`src/rtl/regfile_pkg.sv`:
```
// regfile_pkg
// Shared definitions for the regfile writeback arbiter:
//   REG_ADDR_W - register address width
//   REG_DATA_W - register data width
//   NUM_REGS   - number of architectural registers (x0 reads as zero)
//   wb_req_t   - one writeback request (valid, destination, data)
package regfile_pkg;

    localparam int REG_ADDR_W = 5;
    localparam int REG_DATA_W = 32;
    localparam int NUM_REGS   = 32;

    typedef struct packed {
        logic                  valid;
        logic [REG_ADDR_W-1:0] addr;
        logic [REG_DATA_W-1:0] data;
    } wb_req_t;

endpackage

```
`src/rtl/regfile_wb_arbiter_rr_arb2.sv`:
```
// rr_arb2
// Two-way round-robin arbiter with a 1-bit priority pointer.
// Ports:
//   clk   - clock
//   rst_n - synchronous active-low reset; pointer returns to 0, grants held low
//   req   - request vector
//   gnt   - one-hot (or zero) grant vector, purely combinational from req and
//           the pointer (and reset)
// The pointer only moves after a contended grant, and then it moves to the
// loser. Uncontended grants leave it alone.
module rr_arb2 (
    input  logic       clk,
    input  logic       rst_n,
    input  logic [1:0] req,
    output logic [1:0] gnt
);

    logic ptr;

    always_comb begin
        gnt    = 2'b00;
        gnt[0] = rst_n & req[0] & (~req[1] | ~ptr);
        gnt[1] = rst_n & req[1] & (~req[0] |  ptr);
    end

    always_ff @(posedge clk) begin
        if (!rst_n) begin
            ptr <= 1'b0;
        end else if (&req) begin
            // Winner was ptr; hand priority to the other requester.
            ptr <= ~ptr;
        end
    end

endmodule

```
`src/rtl/regfile_wb_arbiter.sv`:
```
// regfile_wb_arbiter
// Arbitrates NREQ writeback requesters onto the single regfile write port and
// keeps a busy scoreboard of registers reserved by the issue stage.
// Handshake: a transfer happens in a cycle where valid and ready are both
// high; ready never waits on valid being held and depends only on the
// requester valids and the arbiter pointer (plus reset).
// Ports:
//   clk, rst_n           - clock, synchronous active-low reset
//   req_valid/addr/data  - writeback requests; req_ready - accepted this cycle
//   iss_valid/addr       - issue stage reservation; iss_ready - may reserve
//   rs1_addr, rs2_addr   - scoreboard query; rs1_busy, rs2_busy - results
//   wr_en/addr/data      - registered regfile write port (1 cycle after accept)
// Optional feature (macro REGFILE_WB_FWD_EN): adds fwd1_hit/fwd1_data and
// fwd2_hit/fwd2_data bypass outputs; a hit masks the matching rsN_busy.
module regfile_wb_arbiter
    import regfile_pkg::*;
#(
    parameter int NREQ = 2
) (
    input  logic                                 clk,
    input  logic                                 rst_n,
    input  logic [NREQ-1:0]                      req_valid,
    input  logic [NREQ-1:0][REG_ADDR_W-1:0]      req_addr,
    input  logic [NREQ-1:0][REG_DATA_W-1:0]      req_data,
    output logic [NREQ-1:0]                      req_ready,
    input  logic                                 iss_valid,
    input  logic [REG_ADDR_W-1:0]                iss_addr,
    output logic                                 iss_ready,
    input  logic [REG_ADDR_W-1:0]                rs1_addr,
    input  logic [REG_ADDR_W-1:0]                rs2_addr,
    output logic                                 rs1_busy,
    output logic                                 rs2_busy,
`ifdef REGFILE_WB_FWD_EN
    output logic                                 fwd1_hit,
    output logic [REG_DATA_W-1:0]                fwd1_data,
    output logic                                 fwd2_hit,
    output logic [REG_DATA_W-1:0]                fwd2_data,
`endif
    output logic                                 wr_en,
    output logic [REG_ADDR_W-1:0]                wr_addr,
    output logic [REG_DATA_W-1:0]                wr_data
);

    wb_req_t               reqs [NREQ];
    wb_req_t               win;
    logic [NREQ-1:0]       gnt;
    logic                  accept;
    logic                  iss_fire;
    logic [NUM_REGS-1:0]   busy;
    logic [NUM_REGS-1:0]   busy_nxt;

    always_comb begin
        for (int i = 0; i < NREQ; i++) begin
            reqs[i].valid = req_valid[i];
            reqs[i].addr  = req_addr[i];
            reqs[i].data  = req_data[i];
        end
    end

    rr_arb2 u_arb (
        .clk   (clk),
        .rst_n (rst_n),
        .req   (req_valid),
        .gnt   (gnt)
    );

    assign req_ready = gnt;
    assign win       = gnt[1] ? reqs[1] : reqs[0];
    assign accept    = win.valid & (|gnt);

    // A writeback to the same register in this cycle frees it, so the issue
    // stage may re-reserve it immediately. x0 is never tracked.
    always_comb begin
        iss_ready = 1'b0;
        if (rst_n) begin
            iss_ready = (iss_addr == '0) | ~busy[iss_addr]
                      | (accept & (win.addr == iss_addr));
        end
    end

    assign iss_fire = iss_valid & iss_ready;

    // Clear first, then set, so a simultaneous set/clear leaves the bit set.
    always_comb begin
        busy_nxt = busy;
        if (accept) begin
            busy_nxt[win.addr] = 1'b0;
        end
        if (iss_fire) begin
            busy_nxt[iss_addr] = 1'b1;
        end
        busy_nxt[0] = 1'b0;
    end

    always_ff @(posedge clk) begin
        if (!rst_n) begin
            busy    <= '0;
            wr_en   <= 1'b0;
            wr_addr <= '0;
            wr_data <= '0;
        end else begin
            busy  <= busy_nxt;
            wr_en <= accept & (win.addr != '0);
            if (accept && win.addr != '0) begin
                wr_addr <= win.addr;
                wr_data <= win.data;
            end
        end
    end

`ifdef REGFILE_WB_FWD_EN
    assign fwd1_hit  = wr_en & (wr_addr == rs1_addr) & (rs1_addr != '0);
    assign fwd2_hit  = wr_en & (wr_addr == rs2_addr) & (rs2_addr != '0);
    assign fwd1_data = wr_data;
    assign fwd2_data = wr_data;
    assign rs1_busy  = busy[rs1_addr] & ~fwd1_hit;
    assign rs2_busy  = busy[rs2_addr] & ~fwd2_hit;
`else
    assign rs1_busy  = busy[rs1_addr];
    assign rs2_busy  = busy[rs2_addr];
`endif

endmodule

```
`config.mk`:
```
export PLATFORM = sky130hd
export DESIGN_NAME = regfile_wb_arbiter
export DESIGN_NICKNAME = d
export VERILOG_FILES = /design/src/rtl/regfile_pkg.sv /design/src/rtl/regfile_wb_arbiter_rr_arb2.sv /design/src/rtl/regfile_wb_arbiter.sv
export SDC_FILE = /design/constraint.sdc
export NUM_CORES = 1
export LEC_CHECK = 0
export ABC_AREA = 1
export BUFFER_PORTS_ARGS = -buffer_cell sky130_fd_sc_hd__buf_4
export CAP_MARGIN = 40
export CORE_UTILIZATION = 25
export CTS_CLUSTER_DIAMETER = 200
export DETAILED_ROUTE_END_ITERATION = 8
export SLEW_MARGIN = 5
export SYNTH_ARGS = -nofsm -noshare
export SYNTH_HDL_FRONTEND = slang
export SYNTH_SLANG_ARGS = --single-unit
```
`constraint.sdc`:
```
create_clock -name clk -period 5.05 [get_ports clk]
set_input_delay 1.01 -clock clk [delete_from_list [all_inputs] [get_ports clk]]
set_output_delay 1.01 -clock clk [all_outputs]
set_load 0.005 [all_outputs]
```
==> results of run 1 <==
## per-stage QoR
| step | worst slack [ns] | hold WS (ns) | cells |
|---|---|---|---|
| after floorplan | 2.114 | 0.4436 | 692 |
| after global placement | 1.404 | 0.4578 | 1013 |
| after detailed placement | 1.380 | 0.4603 | 1013 |
| after CTS | 1.377 | 0.4690 | 1029 |
| after global routing | 1.190 | 0.4910 | 1029 |
| final | 1.380 | 0.4645 | 1029 |
## worst register-to-register path, stage by stage, from the launching register on
cell and delay (ns):
dfxtp_1 0.30, inv_1 0.09, nand2_2 0.15, nand2_4 0.39
nand2_1 0.18, nand3_1 0.10, nand2_1 0.05, nor2_1 0.09
nand3_1 0.13, nand2_2 0.48, nand4_1 0.17, a21oi_1 0.17
## metal layers
metal / share of wire / GRT usage / wire length (microns)
met1: 0.43 / 0.2258 / 6828
met2: 0.45 / 0.2865 / 7197
met3: 0.11 / 0.05479 / 1681
met4: 0.016 / 0.06755 / 263
met5: 0 / 0 / 0
## worst max path at each step
| stage | from | end | slack [ns] | depth (start not counted) |
|---|---|---|---|---|
| floorplan | iss_addr[0] | iss_ready | 2.11 | 11 |
| global placement | rst_n | iss_ready | 1.40 | 11 |
| detailed placement | rst_n | iss_ready | 1.38 | 11 |
| CTS | rst_n | iss_ready | 1.38 | 11 |
| global route | rst_n | iss_ready | 1.19 | 11 |
| finish | rst_n | iss_ready | 1.38 | 11 |
## cells in the mapped netlist (3+ instances only)
master and instances:
inv_1 38, nand2_4 4, buf_1 3, clkbuf_1 22, o221ai_1 8, nor3_1 8, nand2_2 6, nand3_1 31
o31ai_1 7, nand4_1 31, o21ai_0 62, buf_2 5, dfxtp_1 70, nand3b_1 3, a21oi_1 44, nand2_1 208
a31oi_1 34, nor2_1 78, o211ai_1 4, buf_6 6, o21ai_1 8
## sequential cells by signal, summed over array words and instances (netlist names)
register   cells
wr_data       32
busy          31
wr_en          1
u_arb.ptr      1
wr_addr        5
## kinds of logic after synthesis
family | synth area share
AND/OR/NAND/NOR | 0.3659
AO/OA/AOI/OAI | 0.2235
flip-flops | 0.3247
buffers and inverters | 0.08582
## cell type report
cell class / count / share of cell area
clock buffer: 12 / 0.04323
clock inverter: 4 / 0.003950
inverter: 43 / 0.02962
multi-input combinational: 541 / 0.4461
tap: 220 / 0.04828
timing repair buffer: 139 / 0.1830
sequential: 70 / 0.2458
## power groups by stage
stage / registers, mW / clock network, mW / logic, mW
floorplan: 0.611 / 0 / 0.156
global placement: 0.612 / 0 / 0.308
detailed placement: 0.611 / 0 / 0.308
CTS: 0.600 / 0.606 / 0.308
global route: 0.603 / 0.625 / 0.339
finish: 0.600 / 0.591 / 0.307
==> out/metrics.yaml, run 1 <==
status: "completed"
start_kind: "input port"
leakagePower_nw: 2.432
dpl.hpwl_microns: 11430
grt_pass1_vias: 4610
drv_cap: 0
drive_gt1_frac: 0.2089
fill_cells: 1908
cts_hold_buffers: 0
final_hold_viol_count: 0
min_from: "wr_addr[0]$_SDFFE_PN0P_"
synth-edff-count: 0
firstDrtPassIters: 5
ys_seq_area_frac: 0.3247
clk_pin_slew_ns: 0.05
antenna_found_initial: 0
synth_area_leaders: "dfxtp_1, nand2_1, o21ai_0"
rsz0062_at_grt: "false"
yosysTopAreaCell: "dfxtp_1"
required_ns: 4.04
multi_input_area_sq_mm: 0.002544
worstPathCellList: "buf_4, nand2_2, clkinv_4, nand2_4, nand2_1, nand3_1, nand2_1, nor2_1, nand3_1, a21oi_1, buf_4"
gp_congestion: 0.8379
detail_route.iter0.violations: 368
final-seq-area_sq_mm: 0.001401
fin_worst_skew_ns: 0.005366
relSlewSlack: 0.4419
whs_path_depth: 2
max_freq_mhz: 272.5
grt_usage: 0.1794
drv_slew: 0
clock_power_share: 0.395
syn-cell-area_sq_mm: 0.004315
num_rows: 47
clock_path_buffers: 2
coreArea_sq_mm: 0.01670
finalCriticalPeriod_ns: 3.670
async_reset_ff_frac: 0
clk_latency_ns: 0.34
postCtsSetupRepairBufs: 0
min_path_type: "reg -> reg"
power.density_mw_per_mm2: 262.8
antenna_cells: 0
nets: 898
critPathSlowestCell: "nand2_4"
die_y_microns: 133.4
power_mw: 1.498
crit_arrival_ns: 2.66
start_util: 0.2584
syn_to_final_growth_pct: 32.13
reg2reg_slack_ns: 2.67
vias: 5171
viasPerCell: 5.025
cts_buffers: 9
seqPwrFrac: 0.401
mostFrequentLayoutCells: "nand2_1, buf_4, nor2_1"
ys_seq_elements: 70
ant_nets: 0
die_x_microns: 133.4
post_cts_resized: 0
ios: 137
timing.final.crit_share: 0.7267
worstMarginPinSlew_ns: 0.8341
dpl_cell_area_sq_mm: 0.005433
grt_max_degree: 70
yosys_warnings: 0
reg2reg_from: "u_arb.ptr$_SDFFE_PN0P_"
ir_drop_uv: 167.5
wirelength_microns: 15970
min_to: "wr_addr[0]$_SDFFE_PN0P_"
combinationalPowerShare: 0.205
internal_power_mw: 1.058
p_sw_mw: 0.4404
cts.sinks: 70
critPathTopFamily: "simple AND/OR/NAND/NOR gates"
ys_types: 30
synth_top_area_share: 0.3247
synth_flop_cell: "dfxtp_1"
cts-root-buf: "clkbuf_16"
htreeDepth: 3
crit_type: "in -> out"
end_kind: "primary output"
tns_ns: 0
fin_util: 0.3414
critPathMaxStageDelay_ns: 0.34
critPathMaxFanout: 42
sw_frac_of_total: 0.2939
drcViolationCount: 0
r2r_end: "busy[8]$_SDFF_PN0_"
syn_nets: 786
mostFrequentLayoutCell: "nand2_1"
grt_pass1_wl_microns: 24720
syn_area_per_cell_sq_um: 6.236
die-area_sq_mm: 0.01779
cts_tree: "built"
worstRegToRegCells: 11
cp_num_buf_inv: 3
grt_overflow: 0
netlist_instances: 692
routedWlPerCell_microns: 15.52
io_buffers: 136
design_area_sq_mm: 0.005702
setup_viol: 0
No activity file was read; power rests on OpenSTA's default activity.
==> inputs of run 2 (changes only) <==
Clock period 5.05 ns to 3.4 ns, I/O delays scaled along.
==> run 2 against run 1 <==
Against the previous run: total power increased by 53%; count of clock-buffer cells in the layout increased by 1; critical endpoint unchanged; first-iteration DRC count decreased by 11%; sequential power increased by 49%; setup slack got worse by 0.76 ns; clock power increased by 61%; critical path depth unchanged; die area unchanged; highest routed layer unchanged; clock skew increased by 0.0028 ns; non-clock buffer count increased by 2; final cell count increased by 0.19%.
==> out/metrics.yaml, run 2 (same netlist as run 1, synthesis figures left out) <==
status: "completed"  # unchanged
grt_usage: 0.1817  # was 0.1794
final_hold_viol_count: 0  # unchanged
fill_cells: 1896  # was 1908
cts-root-buf: "clkbuf_16"  # unchanged
htreeDepth: 3  # unchanged
clock_path_buffers: 2  # unchanged
wirelength_microns: 16030  # was 15970 microns
gp_congestion: 0.8809  # was 0.8379
end_kind: "primary output"  # unchanged
power.density_mw_per_mm2: 400.0  # was 262.8 mW/mm^2
num_rows: 47  # unchanged
cts_hold_buffers: 0  # unchanged
cts_tree: "built"  # unchanged
timing.final.crit_share: 0.8181
critPathMaxFanout: 20  # was 42
ios: 137  # unchanged
grt_overflow: 0  # unchanged
worstMarginPinSlew_ns: 0.8193  # was 0.8341 ns
crit_type: "in -> out"  # unchanged
drv_cap: 0  # unchanged
required_ns: 2.72  # was 4.04 ns
leakagePower_nw: 2.453  # was 2.432 nW
dpl.hpwl_microns: 11710  # was 11430 microns
drv_slew: 0  # unchanged
antenna_cells: 0  # unchanged
cts_buffers: 9  # unchanged
reg2reg_slack_ns: 1.26  # was 2.67 ns
die-area_sq_mm: 0.01779  # unchanged
start_kind: "input port"  # unchanged
io_buffers: 136  # unchanged
post_cts_resized: 0  # unchanged
ant_nets: 0  # unchanged
antenna_found_initial: 0  # unchanged
grt_max_degree: 70  # unchanged
postCtsSetupRepairBufs: 0  # unchanged
detail_route.iter0.violations: 329  # was 368
drcViolationCount: 0  # unchanged
ir_drop_uv: 176.8  # was 167.5 uV
start_util: 0.2584  # unchanged
rsz0062_at_grt: "false"  # unchanged
tns_ns: 0  # unchanged
cts.sinks: 70  # unchanged
largest_reg_flops: 32  # unchanged
final-seq-area_sq_mm: 0.001401  # unchanged
vias: 5120  # was 5171
routedWlPerCell_microns: 15.55  # was 15.52 microns
grt_pass1_wl_microns: 24940  # was 24720 microns
drive_gt1_frac: 0.2096  # was 0.2089
top_regs: "wr_data x32, busy x31, wr_addr x5"  # unchanged
top_register: "wr_data"  # unchanged
relSlewSlack: 0.4518  # was 0.4419
clk_latency_ns: 0.34  # about the same
min_path_type: "reg -> reg"  # unchanged
die_y_microns: 133.4  # unchanged
fin_worst_skew_ns: 0.008198  # was 0.005366 ns
nets: 900  # was 898
fin_hold_ws_ns: 0.4654  # was 0.4645 ns
mostFrequentLayoutCells: "nand2_1, buf_4, nor2_1"  # unchanged
die_x_microns: 133.4  # unchanged
coreArea_sq_mm: 0.01670  # unchanged
finalCriticalPeriod_ns: 2.782
mostFrequentLayoutCell: "nand2_1"  # unchanged
setup_viol: 0  # unchanged
max_freq_mhz: 359.5
multi_input_area_sq_mm: 0.002544  # unchanged
clk_pin_slew_ns: 0.06  # was 0.05 ns
grt_pass1_vias: 4603  # was 4610
crit_arrival_ns: 2.10  # was 2.66 ns
viasPerCell: 4.966  # was 5.025
syn_to_final_growth_pct: 33.05  # was 32.13%
firstDrtPassIters: 5  # unchanged
run 2: cell types whose count changed in the layout (fill, tap and decap cells not counted), sizes merged:
cell      delta
bufinv       +1
clkbuf       +1
clkinv       -1
buf          +2
clkinvlp     -1
run 2: metrics by stage:
step                power [mW]  utilization  cells  cell area (sq um)  setup WS [ns]
finish                   2.297       0.3438   1031               5742         0.6185
global route             2.399       0.3438   1031               5742         0.4862
CTS                      2.319       0.3438   1031               5742         0.6168
detailed placement       1.366       0.3262   1015               5448         0.6259
global placement         1.365       0.3262   1015               5448         0.6345
floorplan                1.139            -    692               4315          1.124
run 2: report_power, final:
part           switching, mW  internal (mW)
clock network          0.360          0.589
logic                  0.260          0.197
registers             0.0258          0.866
total                  0.645           1.65
run 2: metal layers:
metal,global-route usage,vias to the layer above,wire [microns]
met1,0.2298,2279,6846
li1,-,2583,-
met3,0.05441,20,1569
met2,0.2888,238,7345
met4,0.07008,0,272
met5,0,-,0
run 2: final cells by class:
type                    instances  area share
inverters                      43     0.02942
flip-flops and latches         70      0.2441
repair buffers                141      0.1844
clock buffers                  13     0.04358
multi-input cells             541      0.4430
well taps                     220     0.04794
clock inverters                 3    0.007627
run 2: final timing paths:
check                                             from                  end  depth (start not counted)
worst min-delay path                busy[6]$_SDFF_PN0_   busy[6]$_SDFF_PN0_                          2
worst max-delay path                       iss_addr[0]            iss_ready                         11
worst max register to register  u_arb.ptr$_SDFFE_PN0P_  busy[22]$_SDFF_PN0_                         12
worst min register to register      busy[6]$_SDFF_PN0_   busy[6]$_SDFF_PN0_                          2
run 2: worst max-delay path, stage by stage:
cell and delay (ns):
buf_4 0.18, inv_1 0.32, nor2_1 0.14, nand2_1 0.08, nand3_1 0.10, nand2_1 0.07
nand2_1 0.05, nor2_1 0.08, nand2_1 0.08, a21oi_1 0.16, buf_4 0.14
